$ cat config.mk
export PLATFORM = sky130hd
export DESIGN_NAME = irq_coalescer
export DESIGN_NICKNAME = d
export VERILOG_FILES = /design/src/rtl/irq_coalescer.sv
export SDC_FILE = /design/constraint.sdc
export NUM_CORES = 1
export LEC_CHECK = 0
export CAP_MARGIN = 40
export CORE_ASPECT_RATIO = 0.75
export CORE_MARGIN = 2
export CORE_UTILIZATION = 60
export CTS_CLUSTER_SIZE = 28
export DETAILED_ROUTE_END_ITERATION = 10
export GPL_ROUTABILITY_DRIVEN = 0
export PLACE_DENSITY_LB_ADDON = 0.12
export SYNTH_ARGS = -nofsm -noshare
export SYNTH_HDL_FRONTEND = slang
export SYNTH_SLANG_ARGS = --single-unit
export TNS_END_PERCENT = 100
$ cat constraint.sdc
create_clock -name clock -period 4.46 [get_ports clock]
set_input_delay 0.446 -clock clock [delete_from_list [all_inputs] [get_ports clock]]
set_output_delay 0.446 -clock clock [all_outputs]
set_load 0.02 [all_outputs]
$ cat src/rtl/irq_coalescer.sv
// Interrupt moderation: counts rising edges of a synchronized interrupt level and
// raises a level interrupt on a count threshold or a timeout since the first event.
module irq_coalescer #(
    parameter int COUNT_WIDTH = 8,
    parameter int THRESHOLD   = 4,
    parameter int TIMER_WIDTH = 16,
    parameter int TIMEOUT     = 1000
) (
    input  logic                   clock,
    input  logic                   resetn,
    input  logic                   irq_in,
    input  logic                   irq_ack,
    output logic                   irq_out,
    output logic [COUNT_WIDTH-1:0] pending_count,
    output logic                   overflow,
    output logic [1:0]             state_dbg
);

    typedef enum logic [1:0] {
        IDLE  = 2'd0,
        ACCUM = 2'd1,
        FIRE  = 2'd2
    } state_e;

    localparam logic [COUNT_WIDTH-1:0] CNT_MAX    = '1;
    localparam logic [COUNT_WIDTH-1:0] CNT_ONE    = COUNT_WIDTH'(1);
    localparam logic [COUNT_WIDTH-1:0] THRESH_C   = COUNT_WIDTH'(THRESHOLD);
    localparam logic [TIMER_WIDTH-1:0] TIMEOUT_M1 = TIMER_WIDTH'(TIMEOUT - 1);
    localparam bit                     THR_ONE    = (THRESHOLD == 1);

    state_e                 state_q, state_d;
    logic [COUNT_WIDTH-1:0] count_q, count_d;
    logic [TIMER_WIDTH-1:0] timer_q, timer_d;
    logic                   ovf_q, ovf_d;
    logic                   irq_d_q;
    logic                   irq_out_q, irq_out_d;
    logic                   irq_edge;
    logic [COUNT_WIDTH-1:0] count_inc;

    // irq_d_q resets to 0, so a level already high at reset release is one event.
    assign irq_edge = irq_in & ~irq_d_q;

    always_comb begin
        state_d   = state_q;
        count_d   = count_q;
        timer_d   = timer_q;
        ovf_d     = ovf_q;
        count_inc = count_q + COUNT_WIDTH'(irq_edge);
        case (state_q)
            IDLE: begin
                count_d = '0;
                timer_d = '0;
                if (irq_edge) begin
                    count_d = CNT_ONE;
                    state_d = THR_ONE ? FIRE : ACCUM;
                end
            end
            ACCUM: begin
                timer_d = timer_q + TIMER_WIDTH'(1);
                count_d = count_inc;
                if ((irq_edge && (count_inc >= THRESH_C)) || (timer_q == TIMEOUT_M1)) begin
                    state_d = FIRE;
                end
            end
            FIRE: begin
                if (irq_ack) begin
                    ovf_d   = 1'b0;
                    timer_d = '0;
                    // An edge coincident with the ack starts the next batch.
                    if (irq_edge) begin
                        count_d = CNT_ONE;
                        state_d = THR_ONE ? FIRE : ACCUM;
                    end else begin
                        count_d = '0;
                        state_d = IDLE;
                    end
                end else if (irq_edge) begin
                    if (count_q == CNT_MAX) begin
                        ovf_d = 1'b1;
                    end else begin
                        count_d = count_q + CNT_ONE;
                    end
                end
            end
            default: begin
                state_d = IDLE;
            end
        endcase
        irq_out_d = (state_d == FIRE);
    end

    always_ff @(posedge clock or negedge resetn) begin
        if (!resetn) begin
            state_q   <= IDLE;
            count_q   <= '0;
            timer_q   <= '0;
            ovf_q     <= 1'b0;
            irq_d_q   <= 1'b0;
            irq_out_q <= 1'b0;
        end else begin
            state_q   <= state_d;
            count_q   <= count_d;
            timer_q   <= timer_d;
            ovf_q     <= ovf_d;
            irq_d_q   <= irq_in;
            irq_out_q <= irq_out_d;
        end
    end

    assign irq_out       = irq_out_q;
    assign pending_count = count_q;
    assign overflow      = ovf_q;
    assign state_dbg     = state_q;

endmodule
* Word level (Yosys, flattened, before mapping)
Index checks and enable logic that the tools add are counted.
Cells by class: $add $sub $neg 3, magnitude comparators 1, eq/ne operators 8, multiplexer cells 15, bitwise operators 2, reduce and logical (&&, ||, !) cells 9
Operator list (count):
- one-hot mux 16 bit (3 select lines) | 1
- 2-to-1 mux 8 bit | 3
- one-hot mux 8 bit (3 select lines) | 1
- adder 16 x 1 -> 16 bit (second input constant) | 1
- == test 16 x 10 -> 1 bit (second input constant) | 1
- 2-to-1 mux 16 bit | 1
- adder 8 x 1 -> 8 bit | 1
- adder 8 x 1 -> 8 bit (second input constant) | 1
- == test 8 bit (second input constant) | 1
- greater-or-equal comparator 8 x 3 -> 1 bit (second input constant) | 1
- 2-to-1 mux 2 bit | 3
- inequality test 3 bit (second input constant) | 2
- one-hot mux 2 bit (3 select lines) | 1
- AND reduction 3 bit | 2
- 2-to-1 mux 1 bit | 5
- == test 2 bit (second input constant) | 2
- nonzero test 2 bit | 2
- nonzero test 3 bit | 1
- == test 2 x 1 -> 1 bit (second input constant) | 1
- zero test 2 bit | 1
- inequality test 2 bit (second input constant) | 1
- AND reduction 2 bit | 1
- bitwise AND 1 bit | 1
- logical AND 1 bit | 1
- 2 further kinds | 2
Storage, ports and cells: register bits 29, input bits 4, output and inout bits 12

* Logic depth before layout (Yosys ltp)
Gate-level depths: netlist of the first run.
word-level depth 9, mapped depth 9

* Worst setup path before layout of the first run
No wires, ideal clock.
path kind input -> register, start point input irq_in, end point register irq_out_q, in the netlist irq_out, setup time 0.126 ns, arrival 2.202 ns, required time 4.334 ns, path slack 2.132 ns, stages 8, path through nand2b_2 > inv_1 > ha_1 > ha_1 > or4_1 > a31oi_1 > o22ai_1 > o311a_1
Between the ends: cells in the longest elaborated chain, start to end 8, elaborated cells between the ends (all ways) 11
Ends and longest elaborated chain:
- from (decl) | line 11 | input logic irq_in,
- bitwise AND 1 bit (*) | line 41 | assign irq_edge = irq_in & ~irq_d_q;
- adder 8 x 1 -> 8 bit | line 48 | count_inc = count_q + COUNT_WIDTH'(irq_edge);
- greater-or-equal comparator 8 x 3 -> 1 bit | line 61 | if ((irq_edge && (count_inc >= THRESH_C)) || (timer_q == TIMEOUT_M1)) begin
- logical AND 1 bit | line 61
- logical OR 1 bit | line 61
- 2-to-1 mux 2 bit | line 61
- one-hot mux 2 bit (3 select lines) (*) | line 49 | case (state_q)
- == test 2 bit (*) | line 89 | irq_out_d = (state_d == FIRE);
- named net irq_out_d | line 36 | logic irq_out_q, irq_out_d;
- to (signal assigned) | line 106 | irq_out_q <= irq_out_d;
- to (decl) | line 36
The timed path passes the listed nets; every way through them passes the cells marked *. A chain may end at the register's enable or synchronous reset.

* Worst setup path in the final report of the first run
Same ends and word-level chain as after synthesis.

==> summary.txt, run 1 <==
Logic synthesis
  • Synth Flop Type: dfrtp_1
  • Post-Syn Area: around 0.0019 sq mm
  • Post-synthesis mux area share: 0.0104
  • Simple-gate portion of the synthesized area: 0.253
  • Yosys warning count: 0
  • Most frequent cell after synthesis: dfrtp_1
  • Syn Area/Cell: slightly below 9 sq um
  • Top post-synthesis cells by area: dfrtp_1 (38%), ha_1 (5.9%), nand3_1 (4.7%)
  • Number of flops mapped to enable cells by yosys: 0
  • Post-synth cell types: 43
  • Xor/xnor share of the synthesized area: 0.0730
  • Synth top cells by count: dfrtp_1 (29), nand2_1 (24), nor2_1 (19), nand3_1 (18), a21oi_1 (14)
  • Yosys top cell area share: 0.378
  • Synth Area in Compound Gates: 0.178
  • Area leader, netlist: dfrtp_1
  • Syn Inst Count: 220
  • Largest family of logic cells by synthesized area: simple AND/OR/NAND/NOR gates
  • Seq cells post-synth: 29
  • Syn_nets: between 200 and 250
  • Seq/Total Area, Yosys: 0.378
  • Asr flop ratio synth: 1.00
  • Post-synthesis adder-cell area fraction: 0.0586

STA
  • Clock Skews: between 0.003 and 0.004 ns
  • Final Worst Setup Slack: between 1.5 and 2 ns
  • Slew @ Worst Pin: ~0.79 ns
  • Final hold vios: 0
  • Final Critical Period: around 2.7 ns
  • Final setup violation count: 0
  • Peak Freq: roughly 0.36 GHz
  • Slew Limit Headroom: 0.475
  • Unrepaired setup endpoints after global routing: false
  • Period utilisation layout: 0.614
  • Slew Limit Fails: 0
  • Total negative setup slack: 0 ns

Die
  • DIE AREA: about 0.0037 sq mm
  • Die height: around 53 um
  • # rows: 17
  • Die width: between 60 and 70 um
  • # IOs: 16
  • Core area: 0.00300 sq mm
  • Initial Utilization: 0.640

Final layout
  • Layout cell share with drive strength beyond 1: 0.0644
  • Register area: a little over 700 sq um
  • Layout Nets: between 200 and 250
  • Final Util: 0.721
  • Final instance area: between 0.002 and 0.0025 sq mm
  • Fin cells: around 270
  • FILL cells: 229
  • Area of the multi-input gates: between 0.001 and 0.0015 sq mm
  • Number of diodes: 0
  • Area grow syn2layout: 12.6%

Drt
  • Routed WL per cell: ~17 um
  • DR pass1 iterations: 5
  • Post-route ant nets: 0
  • Via density: between 6 and 7
  • Residual DRC count: 0
  • Vias: roughly 1,700
  • Routed wire length: 4.59 mm
  • Iteration-0 DRC Markers: about 190

Power
  • Switching share of power: 0.360
  • Int Pwr: 0.478 mW
  • Pwr/cell area: between 300 and 400 mW/mm^2
  • Logic pwr share: 0.290
  • Sequential share of power: 0.413
  • Clock Power Share: 0.297
  • Pleak: between 0.9 and 1 nW
  • Switching power: ~0.27 mW
  • Maximum VDD drop: about 210 uV

Run
  • Max Cap Violations: 0

Placed design
  • Dpl ws: 1.46 ns
  • Dpl cell area: 0.00208 sq mm
  • Post-DP HPWL: 3.13 mm
  • Port Buf Inserts: 15
  • Placed cells: 264

CTS
  • Hold Buf Count CTS: 0
  • Root Buffer: clkbuf_8
  • CTS Buffer Depth: 2
  • Cts repair resizes: 0
  • Setup Fix Bufs, Post-CTS: 0
  • CTS tree: built
  • Number of H-tree levels: 2
  • Clock-pin slew on the worst setup and hold paths: 0.06 ns
  • CTS Sinks: 29
  • CTS Buf Count: 5
  • Worst skew pair latency: between 0.2 and 0.3 ns

GRT
  • Number of global-route vias before repair: between 1,500 and 2,000
  • Global-route wire length before repair: 7.80 mm
  • Largest net degree at the start of global routing: 30
  • Total overflow reported by the global router: 0
  • Total GRT Usage: 0.278
  • Number of antenna violations at the first check in global routing: 0

Setup path
  • Worst EP required: ~4.6 ns
  • CP Data Arrival Time: 2.91 ns
  • Type of origin of the critical path: input port
  • CP Class: in2reg
  • CP Max Fanout: 7
  • CP Capture Type: flip-flop

Worst hold path
  • Worst hold path class: reg2reg

Status
  • Outcome: finished, final reports clean
==> placed cells by master, fill, tap and decap left out, types with 2 or more instances in the layout <==
cell type / instances
a21o_1: 4
a21oi_1: 14
a22o_1: 7
a22oi_1: 3
a31oi_1: 3
and4_1: 3
buf_4: 2
clkbuf_8: 6
clkdlybuf4s50_1: 15
dfrtp_1: 29
ha_1: 9
inv_1: 10
mux2i_1: 2
nand2_1: 24
nand3_1: 18
nand4_1: 7
nor2_1: 19
nor3_1: 5
o21ai_0: 9
o21ai_1: 3
o22ai_1: 2
or4_1: 3
xnor2_1: 6
xor2_1: 10
==> power by group through the flow <==
stage | Combinational [mW] | Clock (mW) | Sequential [mW]
2_1_floorplan | 0.140 | 0 | 0.314
6_report | 0.216 | 0.222 | 0.308
5_1_grt | 0.240 | 0.237 | 0.312
4_1_cts | 0.213 | 0.225 | 0.307
3_5_place_dp | 0.208 | 0 | 0.311
3_3_place_gp | 0.198 | 0 | 0.309
==> sequential cells by signal (all words and copies together), names as in the netlist <==
name	flops
irq_d_q	1
pending_count	8
timer_q	16
state_dbg	2
overflow	1
irq_out	1
==> final timing paths <==
path,slack [ns],end,cells after the start,startpoint
worst max-delay path,1.72,irq_out$_DFF_PN0_,9,irq_in
worst min-delay path,0.52,timer_q[1]$_DFFE_PN0P_,2,timer_q[1]$_DFFE_PN0P_
worst max register to register,1.86,pending_count[3]$_DFFE_PN0P_,8,state_dbg[0]$_DFF_PN0_
worst min register to register,0.52,timer_q[1]$_DFFE_PN0P_,2,timer_q[1]$_DFFE_PN0P_
max in group asynchronous,3.64,timer_q[5]$_DFFE_PN0P_,2,resetn
min in group asynchronous,0.54,pending_count[6]$_DFFE_PN0P_,2,resetn
==> per-stage QoR <==
stage               hold WS [ns]  total power [mW]
floorplan                  0.150             0.455
global placement           0.479             0.506
detailed placement         0.509             0.519
CTS                        0.522             0.745
global route               0.554             0.790
finish                     0.517             0.746
==> metal layers <==
metal,global-route usage,share of wire
met1,0.374,0.47
met3,0.0648,0.061
met5,0,0
met2,0.436,0.46
met4,0.118,0.014
==> cell type report <==
cell class / count / share of cell area
repair buffers: 17 / 0.0763
clock buffers: 7 / 0.0399
flip-flops and latches: 29 / 0.335
multi-input cells: 170 / 0.509
well taps: 38 / 0.0220
inverters: 10 / 0.0174
==> worst max-delay path, cell delays in order <==
cell and delay, ns:
clkdlybuf4s50_1 0.44, nand2b_2 0.16, inv_1 0.12, ha_1 0.25
ha_1 0.25, or4_1 0.52, a31oi_1 0.18, o22ai_1 0.15
o311a_1 0.38
==> kinds of logic (layout without fill, tap and decap cells) <==
logic type / after synthesis / after routing
simple gates: 91 / 91
compound gates: 52 / 52
flops: 29 / 29
buf+inv: 21 / 34
xor+xnor: 16 / 16
fa+ha+maj: 9 / 9
mux: 2 / 2
No activity file was read; power rests on OpenSTA's default activity.
==> inputs of run 2 (changes only) <==
--- a/config.mk
+++ b/config.mk
@@ -8,7 +8,7 @@
 export CAP_MARGIN = 40
 export CORE_ASPECT_RATIO = 0.75
 export CORE_MARGIN = 2
-export CORE_UTILIZATION = 60
+export CORE_UTILIZATION = 58
 export CTS_CLUSTER_SIZE = 28
 export DETAILED_ROUTE_END_ITERATION = 10
 export GPL_ROUTABILITY_DRIVEN = 0
==> constraint.sdc (replaced) <==
create_clock -name clock -period 2.6 [get_ports clock]
set_input_delay 0.26 -clock clock [delete_from_list [all_inputs] [get_ports clock]]
set_output_delay 0.26 -clock clock [all_outputs]
set_load 0.02 [all_outputs]
==> run 2 against run 1 <==
Net effect: via count rose by 3.0%; combinational power grew 82%; utilization down 2.4 points; sequential power increased by 70%; flip-flop and latch count stayed put; worst hold slack lost 0.13 ns; clock skew rose by 0.0025 ns; register-to-register slack got worse by 1.7 ns; total power is 70% higher; critical path depth fell by 1.
==> summary.txt, run 2 (synthesized netlist as in run 1, its figures left out) <==
CTS
  • Number of H-tree levels: 2 (unchanged)
  • Hold Buf Count CTS: 0 (unchanged)
  • Cts repair resizes: 0 (unchanged)
  • CTS Buf Count: 5 (unchanged)
  • CTS Sinks: 29 (unchanged)
  • CTS tree: built
  • Worst skew pair latency: 0.28 ns (about the same)
  • Root Buffer: clkbuf_8
  • Setup Fix Bufs, Post-CTS: 0 (unchanged)
  • CTS Buffer Depth: 2 (unchanged)
  • Clock-pin slew on the worst setup and hold paths: 0.06 ns (about the same)

Drt
  • DR pass1 iterations: 5 (unchanged)
  • Iteration-0 DRC Markers: 151 (-19%)
  • Residual DRC count: 0 (unchanged)
  • Routed wire length: 4.46 mm (-3.0%)
  • Post-route ant nets: 0 (unchanged)
  • Metal3 WL: 325 um (+16%)
  • DR top layer: met4
  • Met2 wire length: 1.92 mm (-8.4%)
  • Routed WL per cell: 15.6 um (-7.7%)
  • Via density: 6.18 (-2.0%)
  • Vias: 1,760 (+3.0%)
  • DRT met1 WL: 2.19 mm (+2.0%)

Final layout
  • FILL cells: 259 (+13%)
  • Max reg flops: 16 (unchanged)
  • Layout Nets: 257 (+4.5%)
  • Area grow syn2layout: 16.9%
  • Most frequent cells in the layout: dfrtp_1 (29), nand2_1 (24), nor2_1 (19)
  • Largest register by flop count: timer_q
  • Commonest non-fill, non-tap cell in the layout: dfrtp_1
  • Layout cell share with drive strength beyond 1: 0.110 (+0.0458)
  • Final Util: 0.697 (-0.0243)
  • Number of diodes: 0 (unchanged)
  • Fin cells: 285 (+5.2%)

Setup path
  • Worst EP required: 2.77 ns (-1.86 ns)
  • CP Class: reg2reg
  • Cell Chain, Critical Path: inv_1, ha_1, nor2b_4, buf_4, nor4b_2, nand3_1, xor2_1, nor2_1
  • CP Data Arrival Time: 2.59 ns (-0.32 ns)
  • Top delay family on crit path: simple AND/OR/NAND/NOR gates
  • CP Capture Type: flip-flop
  • Reg2Reg Setup Slack: 0.18 ns (-1.68 ns)
  • R2R depth: 8 (unchanged)
  • Reg-to-reg startpoint: state_dbg[0]$_DFF_PN0_
  • Worst flop-to-flop path endpoint: timer_q[14]$_DFFE_PN0P_
  • Worst path slowest cell: nor4b_2
  • Type of origin of the critical path: flip-flop
  • CP Max Fanout: 10 (+3)
  • Largest stage delay on the critical path: 0.60 ns (+0.08 ns)
  • WP buf/inv: 2 (unchanged)

STA
  • Slew @ Worst Pin: 0.644 ns (-0.141 ns)
  • Peak Freq: slightly above 0.4 GHz
  • Clock Skews: 0.00568 ns (+0.00245 ns)
  • Final Worst Setup Slack: 0.175 ns (-1.54 ns)
  • Slew Limit Headroom: 0.570 (+0.0949)
  • Slew Limit Fails: 0 (unchanged)
  • Final Critical Period: ~2.4 ns
  • Period utilisation layout: 0.933
  • Final setup violation count: 0 (unchanged)
  • Total negative setup slack: 0 ns (unchanged)
  • Unrepaired setup endpoints after global routing: false
  • Final hold vios: 0 (unchanged)

Placed design
  • Placed cells: 277 (+4.9%)
  • Port Buf Inserts: 15 (unchanged)
  • Post-DP HPWL: 3.24 mm (+3.7%)
  • Dpl ws: 0.0402 ns (-1.42 ns)

Worst hold path
  • Worst hold path class: in2async

Power
  • Pwr/cell area: 565 mW/mm^2 (+64%)
  • Total Power: 1.27 mW (+70%)
  • Pleak: 0.998 nW (+6.2%)
  • Maximum VDD drop: 350 uV (+69%)

Die
  • Core area: 0.00322 sq mm (+7.4%)
  • DIE AREA: 0.00379 sq mm (+3.2%)
  • Initial Utilization: 0.596 (-0.0440)
  • Die height: 53.8 um (+1.6%)
  • Die width: 70.4 um (+1.6%)
  • # rows: 18 (+1)
  • # IOs: 16 (unchanged)

Run
  • Max Cap Violations: 0 (unchanged)

GRT
  • Total overflow reported by the global router: 0 (unchanged)
  • Largest net degree at the start of global routing: 30 (unchanged)
  • Global-route wire length before repair: 7.25 mm (-7.1%)
  • Number of antenna violations at the first check in global routing: 0 (unchanged)
  • Total GRT Usage: 0.248 (-0.0298)
  • Number of global-route vias before repair: 1,520 (-6.8%)

Status
  • Outcome: finished, final reports clean
==> run 2: changes by cell type in the layout (fill, tap and decap cells not counted) <==
| cell | delta |
|---|---|
| buf_4 | +11 |
| clkbuf_8 | -1 |
| clkinv_2 | +2 |
==> run 2: worst reg2reg max path: stages (launching register included) <==
cell and delay (ns):
dfrtp_1 0.47, inv_1 0.14, ha_1 0.29, nor2b_4 0.18, buf_4 0.19, nor4b_2 0.60, nand3_1 0.19, xor2_1 0.20
nor2_1 0.05
==> run 2: layout make-up <==
class,instances,area (sq um),area share
well taps,40,50.0,0.0223
clock inverters,2,10.0,0.00446
multi-input cells,170,1100,0.491
inverters,10,37.5,0.0167
repair buffers,28,248,0.110
flip-flops and latches,29,726,0.323
clock buffers,6,72.6,0.0323
==> run 2: how the worst max path moves through the flow <==
stage | start | endpoint | slack [ns] | depth (start not counted)
3_3_place_gp | irq_in | irq_out$_DFF_PN0_ | 0.07 | 9
5_1_grt | state_dbg[0]$_DFF_PN0_ | timer_q[14]$_DFFE_PN0P_ | 0.03 | 8
4_1_cts | state_dbg[0]$_DFF_PN0_ | timer_q[14]$_DFFE_PN0P_ | 0.24 | 8
6_report | state_dbg[0]$_DFF_PN0_ | timer_q[14]$_DFFE_PN0P_ | 0.18 | 8
3_5_place_dp | irq_in | irq_out$_DFF_PN0_ | 0.04 | 9
2_1_floorplan | pending_count[0]$_DFFE_PN0P_ | irq_out$_DFF_PN0_ | 0.34 | 6
==> run 2: routing by layer <==
metal	track usage	up-vias
met3	0.0637	3
met5	0	-
met1	0.345	841
met2	0.390	73
met4	0.0641	0
li1	-	843
==> run 2: power by group <==
| group | switching, mW | internal, mW |
|---|---|---|
| registers | 0.0439 | 0.480 |
| clock network | 0.166 | 0.185 |
| logic | 0.240 | 0.154 |
| total | 0.449 | 0.819 |
==> run 2: metrics by stage <==
step                      cell area, sq um  hold WS, ns
after detailed placement              2160        0.489
after floorplan                       1920      -0.0356
after global placement                2150        0.477
after global routing                  2240        0.418
final                                 2240        0.386
after CTS                             2240        0.405
==> inputs of run 3 (changes only) <==
--- a/config.mk
+++ b/config.mk
@@ -9,6 +9,7 @@
 export CORE_ASPECT_RATIO = 0.75
 export CORE_MARGIN = 2
 export CORE_UTILIZATION = 58
+export CTS_CLUSTER_DIAMETER = 150
 export CTS_CLUSTER_SIZE = 28
 export DETAILED_ROUTE_END_ITERATION = 10
 export GPL_ROUTABILITY_DRIVEN = 0
==> results of run 3 <==
The final DEF is identical to that of run 2; final timing and power are the same.
